<file path="config.mk">
export PLATFORM = sky130hd
export DESIGN_NAME = gray_mem_arb
export DESIGN_NICKNAME = d
export VERILOG_FILES = /design/src/rtl/gray_mem_pkg.sv /design/src/rtl/arb_rr2.sv /design/src/rtl/gray_mem_arb.sv
export SDC_FILE = /design/constraint.sdc
export NUM_CORES = 1
export LEC_CHECK = 0
export BUFFER_PORTS_ARGS = -buffer_cell sky130_fd_sc_hd__buf_2
export CAP_MARGIN = 20
export CORE_ASPECT_RATIO = 2
export CORE_MARGIN = 1.5
export CORE_UTILIZATION = 33
export DETAILED_ROUTE_END_ITERATION = 6
export PLACE_DENSITY = 0.86
export SLEW_MARGIN = 20
export SYNTH_ARGS = -nofsm -noshare
export SYNTH_HDL_FRONTEND = slang
export SYNTH_HIERARCHICAL = 1
export SYNTH_SLANG_ARGS = --single-unit
export TNS_END_PERCENT = 100
</file>
<file path="constraint.sdc">
create_clock -name clk -period 1.8 [get_ports clk]
set_input_delay 0 -clock clk [delete_from_list [all_inputs] [get_ports clk]]
set_output_delay 0 -clock clk [all_outputs]
set_load 0.02 [all_outputs]
</file>
<file path="src/rtl/gray_mem_pkg.sv">
// Shared types and constants for the grayscale image SRAM arbiter.
// Sized for a 128x128 frame of 8-bit pixels.
package gray_mem_pkg;

    localparam int ADDR_W_DEF = 14;
    localparam int DATA_W_DEF = 8;
    localparam int IMG_W      = 128;
    localparam int IMG_PIXELS = IMG_W * IMG_W;

    typedef enum logic [1:0] {
        OWN_NONE = 2'd0,
        OWN_M0   = 2'd1,
        OWN_M1   = 2'd2
    } owner_t;

endpackage

</file>
<file path="src/rtl/arb_rr2.sv">
// Two-way round-robin pick with burst hold and m1 lock masking.
// Purely combinational; returns the candidate owner for this cycle.
module arb_rr2
    import gray_mem_pkg::*;
#(
    parameter int MAX_BURST = 9
) (
    input  logic       en,
    input  logic       req0,
    input  logic       req1,
    input  logic       lock,
    input  logic [1:0] owner,
    input  logic [1:0] last,
    input  logic [3:0] burst_cnt,
    output logic [1:0] cand
);

    localparam logic [3:0] BURST_MAX = 4'(MAX_BURST);

    logic req1_eff;
    logic hold_ok;
    owner_t pick;

    assign req1_eff = req1 & ~lock;
    assign hold_ok  = (burst_cnt < BURST_MAX);

    // Hold for the current owner wins before the round-robin tie-break.
    always_comb begin
        pick = OWN_NONE;
        if (!en) begin
            pick = OWN_NONE;
        end else if (owner == OWN_M0 && req0 && hold_ok) begin
            pick = OWN_M0;
        end else if (owner == OWN_M1 && req1_eff && hold_ok) begin
            pick = OWN_M1;
        end else if (req0 && req1_eff) begin
            pick = (last == OWN_M0) ? OWN_M1 : OWN_M0;
        end else if (req0) begin
            pick = OWN_M0;
        end else if (req1_eff) begin
            pick = OWN_M1;
        end
    end

    assign cand = pick;

endmodule

</file>
<file path="src/rtl/gray_mem_arb.sv">
// Host/LBP arbiter for the single-port 16K x 8 gray image SRAM.
// Holds owner, burst count, last winner and read-return tag; muxes SRAM signals.
module gray_mem_arb
    import gray_mem_pkg::*;
#(
    parameter int ADDR_W    = ADDR_W_DEF,
    parameter int DATA_W    = DATA_W_DEF,
    parameter int MAX_BURST = 9
) (
    input  logic              clk,
    input  logic              rst_n,
    input  logic              m0_req,
    input  logic              m0_we,
    input  logic [ADDR_W-1:0] m0_addr,
    input  logic [DATA_W-1:0] m0_wdata,
    input  logic              m0_lock,
    output logic              m0_gnt,
    output logic              m0_rvalid,
    input  logic              m1_req,
    input  logic [ADDR_W-1:0] m1_addr,
    output logic              m1_gnt,
    output logic              m1_rvalid,
    output logic [DATA_W-1:0] rdata,
    output logic              mem_cs,
    output logic              mem_we,
    output logic [ADDR_W-1:0] mem_addr,
    output logic [DATA_W-1:0] mem_wdata,
    input  logic [DATA_W-1:0] mem_rdata
);

    localparam logic [3:0] BURST_MAX = 4'(MAX_BURST);

    logic       arb_en;
    owner_t     owner;
    owner_t     last;
    owner_t     rtag;
    logic [3:0] burst_cnt;
    logic [1:0] cand_bits;
    owner_t     cand;
    logic       cand_rd;

    arb_rr2 #(.MAX_BURST(MAX_BURST)) u_arb (
        .en        (arb_en),
        .req0      (m0_req),
        .req1      (m1_req),
        .lock      (m0_lock),
        .owner     (owner),
        .last      (last),
        .burst_cnt (burst_cnt),
        .cand      (cand_bits)
    );

    assign cand = owner_t'(cand_bits);

    always_comb begin
        m0_gnt    = 1'b0;
        m1_gnt    = 1'b0;
        mem_cs    = 1'b0;
        mem_we    = 1'b0;
        mem_addr  = '0;
        mem_wdata = '0;
        cand_rd   = 1'b0;
        case (cand)
            OWN_M0: begin
                m0_gnt    = 1'b1;
                mem_cs    = 1'b1;
                mem_we    = m0_we;
                mem_addr  = m0_addr;
                mem_wdata = m0_wdata;
                cand_rd   = ~m0_we;
            end
            OWN_M1: begin
                m1_gnt   = 1'b1;
                mem_cs   = 1'b1;
                mem_addr = m1_addr;
                cand_rd  = 1'b1;
            end
            default: ;
        endcase
    end

    // Saturating count lets a solo owner stream forever yet yield at once when the other side asks.
    always_ff @(posedge clk or negedge rst_n) begin
        if (!rst_n) begin
            arb_en    <= 1'b0;
            owner     <= OWN_NONE;
            last      <= OWN_M1;
            rtag      <= OWN_NONE;
            burst_cnt <= '0;
        end else begin
            arb_en <= 1'b1;
            owner  <= cand;
            rtag   <= cand_rd ? cand : OWN_NONE;
            if (cand == OWN_NONE) begin
                burst_cnt <= '0;
            end else if (cand == owner) begin
                burst_cnt <= (burst_cnt >= BURST_MAX) ? BURST_MAX : burst_cnt + 4'd1;
            end else begin
                burst_cnt <= 4'd1;
            end
            if (cand != OWN_NONE) begin
                last <= cand;
            end
        end
    end

    assign m0_rvalid = (rtag == OWN_M0);
    assign m1_rvalid = (rtag == OWN_M1);
    assign rdata     = mem_rdata;

endmodule

</file>
==> metrics.yaml, run 1 <==
syn_inst: 105
clock-sinks: 11
syn-num-nets: 162
first_iter_violations: 36
die-width_um: 40.5
critPathBufInv: 4
final_net_count: 258
vias_per_cell: 5.43
drive_gt1_share_pct: 80.0
drt-wirelength-per-cell_um: 20.6
power.density_mw_per_mm2: 486
finalCriticalPeriod_ns: 2.38
vias: 1244
dpl_cell_area_mm2: 0.00151
yosysSeqAreaShare_pct: 29.7
clk_pin_slew_ns: 0.05
first_global_vias: 1391
timing.final.max_slew_violations: 0
yosysWarnings: 6
postRouteAntennaNets: 0
rows: 27
gp_congestion: 0.717
startpoint: "last[0]"
numPortBuffers: 69
clk_latency_ns: 0.25
crit_family: "simple AND/OR/NAND/NOR gates"
fillers: 164
r2r-start: "last[0]"
grt_pass1_wl_um: 6060
rsz0062_at_grt: "true"
maxCapViolations: 0
syn-mean-instance-area_um2: 8.85
hold_viol: 0
cts_tree: "yes"
finalSetupViolCount: 35
coreArea_mm2: 0.00270
cts_inserted_buffers: 3
syn_area_um2: 930
cp-end-kind: "output pin"
initial_core_util_pct: 34.4
synth_cell_types: 30
die_area_mm2: 0.00316
start_kind: "flop"
htree_num_levels: 1
hpwlAfterDp_um: 2220
irDropWorstVdd_mv: 0.481
synth-seq-cells: 11
holdCritStartpoint: "mem_rdata[6]"
period_share_pct: 132
violations: "negative setup slack"
fin_skew_ns: 0.00141
power.total_mw: 1.02
critPathMostFrequentCell: "buf_6"
critPathSlowestCell: "nor4bb_1"
crit_path_cell_trace: "nor4bb_1 > a211o_1 > and3_4 > inv_4 > buf_12 > ha_4 > buf_6 > nor2b_4 > buf_6"
required_ns: 1.80
overflow: 0
areaGrowthSynthToFinish_pct: 126
design_area_mm2: 0.00210
hold_class: "in -> out"
drtPass1Iterations: 4
antenna_cells: 0
drc: 0
die_h_um: 78.1
cts.path.max_buffers: 2
ioPinCount: 86
grt_max_degree: 17
grtUsageTotal_pct: 27.4
cp.arrival_ns: 2.38
outcome: "complete, but fails checks"
antenna_found_initial: 0
crit_path_max_fanout: 8
cts_root_buffer: "clkbuf_8"
criticalPathCategory: "reg -> out"
max_clock_freq_ghz: 0.420
slowest_delay_ns: 0.45
wirelength_um: 4730
final.setup.worst_slack_ns: -0.581
p_leak_nw: 0.988
[registers in the layout, summed over array words and instances (netlist names)]
name,count
burst_cnt,4
arb_en,1
rtag,2
owner,2
last,2
[what timing repair did]
action                                 in CTS  in global routing
hold buffers                                1                  0
resized for setup                          75                 26
pin swaps                                   7                  6
setup endpoints to repair                  33                 34
endpoints found under the hold margin      11                  0
buffers inserted                           10                 14
cloned                                      1                  0
[cell usage after synthesis]
cell type | n | area, um^2
and3b_2 | 1 | 10.0
a211o_1 | 1 | 8.76
ha_1 | 7 | 87.6
clkbuf_1 | 2 | 7.51
o21ai_0 | 3 | 15.0
nor2b_1 | 16 | 100
nor4_1 | 1 | 6.26
nand2b_1 | 2 | 12.5
and2_1 | 9 | 56.3
inv_1 | 6 | 22.5
and3_1 | 2 | 12.5
o31ai_2 | 1 | 12.5
buf_4 | 9 | 67.6
buf_2 | 1 | 5.00
a31oi_1 | 1 | 6.26
xor2_1 | 2 | 17.5
nor3_2 | 1 | 10.0
nand4b_1 | 1 | 8.76
nor3b_1 | 1 | 7.51
a22oi_1 | 14 | 105
nor2_1 | 1 | 3.75
nand2_1 | 3 | 11.3
a21boi_1 | 1 | 7.51
a21oi_1 | 3 | 15.0
conb_1 | 1 | 3.75
dfrtp_1 | 10 | 250
nor4bb_1 | 2 | 20.0
nor3_1 | 1 | 5.00
o21a_1 | 1 | 7.51
dfstp_2 | 1 | 26.3
[final cells by class]
| type | count | area, um^2 | area share (%) |
|---|---|---|---|
| Clock buffer | 4 | 45.0 | 2.14 |
| Inverter | 6 | 25.0 | 1.19 |
| Multi-Input combinational cell | 76 | 846 | 40.3 |
| Sequential cell | 11 | 277 | 13.2 |
| Tap cell | 29 | 36.3 | 1.73 |
| Timing Repair Buffer | 103 | 872 | 41.5 |
[kinds of logic (layout without fill, tap and decap cells)]
family	after synthesis	count (layout)	synth area share [%]
AND/OR/NAND/NOR	41	41	28.4
AO/OA/AOI/OAI	25	25	19.1
buffers and inverters	18	113	11.0
flip-flops	11	11	29.7
adder cells (fa/ha/maj)	7	7	9.42
XOR/XNOR	2	2	1.88
other	1	1	0.403
[report_power, final]
group | switching, mW | total (mW) | internal, mW
clock network | 0.101 | 0.258 | 0.156
logic | 0.221 | 0.490 | 0.269
registers | 0.0119 | 0.274 | 0.262
[layout by cell type (no fill, tap or decap), types with 2 or more instances in the layout]
| master | count |
|---|---|
| ha_1 | 4 |
| buf_12 | 4 |
| buf_2 | 43 |
| buf_6 | 39 |
| nand2b_1 | 2 |
| o21ai_2 | 2 |
| buf_4 | 15 |
| inv_1 | 4 |
| and2_4 | 9 |
| clkbuf_8 | 3 |
| nor2b_4 | 12 |
| nand2_2 | 2 |
| a21oi_1 | 3 |
| nor2b_2 | 2 |
| nor2b_1 | 2 |
| ha_4 | 3 |
| dfrtp_1 | 10 |
| a22oi_2 | 14 |
| nor4bb_1 | 2 |
[metrics by stage]
| stage | setup TNS (ns) | hold slack [ns] | util (%) | instances | setup WS, ns |
|---|---|---|---|---|---|
| CTS | -8.03 | 0.000149 | 70.6 | 217 | -0.378 |
| global placement | -3.53 | -0.120 | 55.7 | 201 | -0.182 |
| floorplan | -1.62 | -0.296 | - | 105 | -0.104 |
| finish | -15.72 | 0.00000884 | 77.7 | 229 | -0.581 |
| detailed placement | -4.12 | -0.113 | 55.7 | 201 | -0.179 |
| global route | -16.17 | 0.0000547 | 77.7 | 229 | -0.592 |
[metal layers]
layer | wire length [um] | up-vias | track usage, %
li1 | - | 544 | -
met1 | 1450 | 587 | 25.1
met2 | 2730 | 91 | 48.1
met3 | 368 | 22 | 6.50
met4 | 181 | 0 | 17.0
met5 | 0 | - | 0
[final timing paths]
kind / end / slack, ns / cells past startpoint
max: mem_addr[12] / -0.58 / 9
min: rdata[6] / 0.000009 / 0
max reg2reg: burst_cnt[1] / -0.56 / 12
min reg2reg: last[0] / 0.53 / 2
max in group asynchronous: last[1] / 1.37 / 2
min in group asynchronous: burst_cnt[2] / 0.16 / 2
(Power assumes the default switching activity.)
==> run 2: changes to the inputs <==
==> constraint.sdc (replaced) <==
create_clock -name clk -period 1.8 [get_ports clk]
set_input_delay 0.18 -clock clk [delete_from_list [all_inputs] [get_ports clk]]
set_output_delay 0.18 -clock clk [all_outputs]
set_load 0.02 [all_outputs]
==> metrics.yaml, run 2 (same netlist as run 1, synthesis figures left out) <==
rows: 27  # unchanged
htree_num_levels: 1  # unchanged
hpwlAfterDp_um: 2220  # -0.33%
rsz0062_at_grt: "true"
grtUsageTotal_pct: 23.0  # -4.4 points
clk_latency_ns: 0.25  # about the same
areaGrowthSynthToFinish_pct: 102
gp_congestion: 0.758  # +5.7%
layout.cells.non_filler: 217  # -5.2%
required_ns: 1.62  # -0.18 ns
largest_reg_flops: 4  # unchanged
postRouteAntennaNets: 0  # unchanged
mostFrequentLayoutCell: "buf_2"
hold_class: "in -> reg"
coreArea_mm2: 0.00270  # unchanged
clk_pin_slew_ns: 0.05  # about the same
regMostFlops: "burst_cnt"
grt_pass1_wl_um: 4970  # -18%
cts_root_buffer: "clkbuf_8"
vias: 1120  # -10%
irDropWorstVdd_mv: 0.388  # -19%
numPlacedInstances: 203  # +1.0%
final_net_count: 246  # -4.7%
die-width_um: 40.5  # unchanged
fin_skew_ns: 0.00459  # +0.00319 ns
whs_path_depth: 4  # +4
crit_path_max_fanout: 7  # -1
dpl_cell_area_mm2: 0.00150  # -0.50%
antenna_found_initial: 0  # unchanged
ioPinCount: 86  # unchanged
drive_gt1_share_pct: 76.1  # -3.9 points
die_h_um: 78.1  # unchanged
drtPass1Iterations: 2  # -2
outcome: "complete, but fails checks"
cts.path.max_buffers: 2  # unchanged
power.density_mw_per_mm2: 495  # +1.8%
numPortBuffers: 69  # unchanged
antenna_cells: 0  # unchanged
p_leak_nw: 0.880  # -11%
timing.final.max_slew_violations: 0  # unchanged
drt-wirelength-per-cell_um: 16.3  # -21%
criticalPathCategory: "reg -> out"
finalCriticalPeriod_ns: 2.41  # +0.0244 ns
overflow: 0  # unchanged
cp.arrival_ns: 2.23  # -0.15 ns
max_clock_freq_ghz: 0.416  # -1.0%
drc: 0  # unchanged
design_area_mm2: 0.00188  # -11%
first_global_vias: 1116  # -20%
maxCapViolations: 0  # unchanged
worstRegToRegCells: 8  # -4
grt_max_degree: 17  # unchanged
fin_util_pct: 69.4  # -8.3 points
vias_per_cell: 5.16  # -5.0%
wirelength_um: 3530  # -25%
die_area_mm2: 0.00316  # unchanged
first_iter_violations: 31  # -14%
initial_core_util_pct: 34.4  # unchanged
clock-sinks: 11  # unchanged
hold_viol: 0  # unchanged
cts_inserted_buffers: 3  # unchanged
cts_tree: "yes"
violations: "negative setup slack"
final.setup.worst_slack_ns: -0.606  # -0.0244 ns
finalSetupViolCount: 31  # -11%
cp-end-kind: "output pin"
period_share_pct: 134  # +1.4 points
layout_common_cells: "43 x buf_2, 29 x buf_4, 16 x buf_6"
start_kind: "flop"
run 2: cell types whose count changed in the layout (fill, tap and decap cells not counted), sizes merged:
cell  before  now
buf      102   90
run 2: through the flow:
| stage | power (mW) | worst slack (ns) | hold slack [ns] | setup TNS, ns |
|---|---|---|---|---|
| 3_3_place_gp | 0.569 | -0.373 | 0.0565 | -7.96 |
| 5_1_grt | 0.974 | -0.677 | 0.283 | -16.56 |
| 6_report | 0.928 | -0.606 | 0.259 | -14.30 |
| 4_1_cts | 0.875 | -0.545 | 0.267 | -12.76 |
| 3_5_place_dp | 0.575 | -0.389 | 0.0665 | -8.54 |
| 2_1_floorplan | 0.490 | -0.281 | -0.116 | -5.01 |
run 2: where the power goes:
part	leakage [nW]	internal [mW]	total (mW)	switching, mW
clock network	0.0228	0.156	0.259	0.103
registers	0.144	0.262	0.272	0.0107
logic	0.714	0.206	0.396	0.190
total	0.880	0.624	0.928	0.304
run 2: cell type report:
class | instances | area (um^2)
Inverter | 6 | 25.0
Multi-Input combinational cell | 76 | 835
Clock buffer | 4 | 45.0
Fill cell | 205 | 827
Tap cell | 29 | 36.3
Timing Repair Buffer | 91 | 658
Sequential cell | 11 | 277
run 2: what timing repair did:
item,in CTS,in global routing
gates resized for setup,35,28
hold buffers,1,0
setup buffers,4,7
setup endpoints to repair,32,33
pin swaps,10,10
endpoints found under the hold margin,10,0
run 2: critical path, cell delays in order, from the launching register on:
cell      delay (ns)
dfstp_2         0.54
nor4bb_2        0.04
a211o_1         0.33
and3_4          0.22
buf_6           0.12
ha_4            0.18
buf_4           0.15
a22oi_2         0.19
nor2b_4         0.06
buf_6           0.13
run 2: path summary, 6_finish.rpt:
kind	from	endpoint	slack, ns
worst max-delay path	last[1]	mem_addr[2]	-0.61
worst min-delay path	m0_we	rtag[0]	0.26
worst max register to register	burst_cnt[2]	burst_cnt[1]	-0.25
worst min register to register	last[1]	last[1]	0.52
max in group asynchronous	rst_n	last[1]	1.20
min in group asynchronous	rst_n	burst_cnt[2]	0.33
run 2: layer usage:
layer	up-vias	global-route usage (%)	routed length (um)
li1	520	-	-
met1	533	20.0	1130
met2	60	40.3	2120
met3	7	5.93	205
met4	0	15.7	78
met5	-	0	0
==> run 3: changes to the inputs <==
- GPL_ROUTABILITY_DRIVEN: default -> 0
- SETUP_SLACK_MARGIN: default -> 0.3
==> metrics.yaml, run 3 (same netlist as run 1, synthesis figures left out) <==
rsz0062_at_grt: "true"
mostFrequentLayoutCell: "buf_2"
fin_skew_ns: 0.00246  # -0.00213 ns
cp.arrival_ns: 2.29  # +0.06 ns
ioPinCount: 86  # unchanged
final.setup.worst_slack_ns: -0.671  # -0.0654 ns
final_net_count: 260  # +5.7%
postRouteAntennaNets: 0  # unchanged
hold_class: "in -> async"
power.internal_uw: 693  # +11%
numPortBuffers: 69  # unchanged
drive_gt1_share_pct: 82.2  # +6.1 points
slowest_delay_ns: 0.41  # -0.13 ns
power.switching_uw: 321  # +5.8%
start_kind: "flop"
htree_num_levels: 1  # unchanged
rows: 27  # unchanged
criticalPathCategory: "reg -> out"
cts_tree: "yes"
crit_family: "compound AO/OA/AOI/OAI gates"
crit_path_cell_trace: "o31ai_4 > nand4b_1 > buf_4 > a21boi_4 > inv_2 > ha_4 > buf_4 > a22oi_2 > nor2b_4 > buf_6"
grt_pass1_wl_um: 5600  # +12%
layout.cells.non_filler: 231  # +6.5%
drt-wirelength-per-cell_um: 17.4  # +6.6%
power_frac_clock_pct: 24.3  # -3.6 points
antenna_cells: 0  # unchanged
power.density_mw_per_mm2: 475  # -4.0%
cts.path.max_buffers: 2  # unchanged
first_global_vias: 1270  # +14%
violations: "negative setup slack"
max_clock_freq_ghz: 0.405  # -2.6%
numPlacedInstances: 204  # +0.49%
first_iter_violations: 15  # -52%
die_area_mm2: 0.00316  # unchanged
clk_pin_slew_ns: 0.05  # about the same
fillers: 158  # -23%
regMostFlops: "burst_cnt"
largest_reg_flops: 4  # unchanged
timing.final.max_slew_violations: 0  # unchanged
p_leak_nw: 0.995  # +13%
outcome: "complete, but fails checks"
layout_common_cells: "43 x buf_2, 35 x buf_6, 21 x buf_4"
vias: 1188  # +6.1%
fin_tns_setup_ns: -16.19  # -1.89 ns
finalCriticalPeriod_ns: 2.47  # +0.0654 ns
p_sw_share_pct: 31.7  # -1.1 points
areaGrowthSynthToFinish_pct: 130
clock-sinks: 11  # unchanged
pwr-share-comb_pct: 48.7  # +6.0 points
overflow: 0  # unchanged
clk_latency_ns: 0.24  # about the same
cp-end-kind: "output pin"
irDropWorstVdd_mv: 0.360  # -7.1%
grtUsageTotal_pct: 25.6  # +2.6 points
die_h_um: 78.1  # unchanged
whs_ns: 0.342  # +0.0837 ns
drc: 0  # unchanged
multi_input_area_um2: 880  # +5.4%
dpl_cell_area_mm2: 0.00152  # +1.3%
place_ws_ns: -0.421  # -0.0317 ns
fin_util_pct: 79.1  # +9.7 points
critPathMostFrequentCell: "buf_4"
hpwlAfterDp_um: 2190  # -1.1%
required_ns: 1.62  # about the same
critPathBufInv: 4  # +1
die-width_um: 40.5  # unchanged
initial_core_util_pct: 34.4  # unchanged
period_share_pct: 137  # +3.6 points
antenna_found_initial: 0  # unchanged
pwr-share-seq_pct: 27.1  # -2.3 points
hold_viol: 0  # unchanged
grt_max_degree: 17  # unchanged
power.total_mw: 1.01  # +9.4%
cts_inserted_buffers: 3  # unchanged
maxCapViolations: 0  # unchanged
cts_root_buffer: "clkbuf_8"
vias_per_cell: 5.14  # -0.36%
crit_path_max_fanout: 4  # -3
design_area_mm2: 0.00214  # +14%
coreArea_mm2: 0.00270  # unchanged
drtPass1Iterations: 4  # +2
finalSetupViolCount: 31  # unchanged
critPathSlowestCell: "dfrtp_1"
regArea_um2: 277  # unchanged
wirelength_um: 4010  # +14%
==> run 3: layout make-up <==
| cell class | count | area share, % |
|---|---|---|
| Multi-Input combinational cell | 76 | 41.2 |
| Timing Repair Buffer | 105 | 41.0 |
| Sequential cell | 11 | 12.9 |
| Clock buffer | 4 | 2.11 |
| Tap cell | 29 | 1.70 |
| Inverter | 6 | 1.05 |
==> run 3: path summary, 6_finish.rpt <==
| check | endpoint | slack [ns] | depth (start not counted) | start |
|---|---|---|---|---|
| setup / recovery | mem_addr[5] | -0.67 | 10 | burst_cnt[2] |
| hold / removal | burst_cnt[0] | 0.34 | 2 | rst_n |
| setup reg to reg | rtag[0] | -0.39 | 11 | last[0] |
| hold reg to reg | last[0] | 0.58 | 2 | last[0] |
| max in group asynchronous | last[1] | 1.19 | 2 | rst_n |
| min in group clk | rtag[0] | 0.34 | 4 | m0_we |
==> run 3: routing by layer <==
layer / routed length [um] / up-vias / GRT usage, %
li1: - / 548 / -
met1: 1260 / 568 / 21.6
met2: 2380 / 63 / 48.3
met3: 273 / 9 / 6.78
met4: 96 / 0 / 11.3
met5: 0 / - / 0
==> run 3: worst reg2reg max path: cells and delay by family, from the launching register on <==
kind,cells,cell delay (ns)
simple gates,4,0.70
buf+inv,5,0.53
flops,1,0.41
fa+ha+maj,1,0.29
compound gates,1,0.18
==> run 3: what timing repair did <==
item,CTS,global route
endpoints found under the hold margin,10,0
gates resized for setup,76,19
buffers inserted,14,7
setup endpoints to repair,34,36
hold buffers,1,0
gates cloned,0,1
pin swaps,13,10
==> run 3: power by group through the flow <==
stage               logic [mW]  clock network [mW]  registers, mW
CTS                      0.425               0.248          0.272
global placement         0.300                   0          0.274
floorplan                0.217                   0          0.274
finish                   0.494               0.246          0.275
global route             0.519               0.265          0.276
detailed placement       0.306                   0          0.274
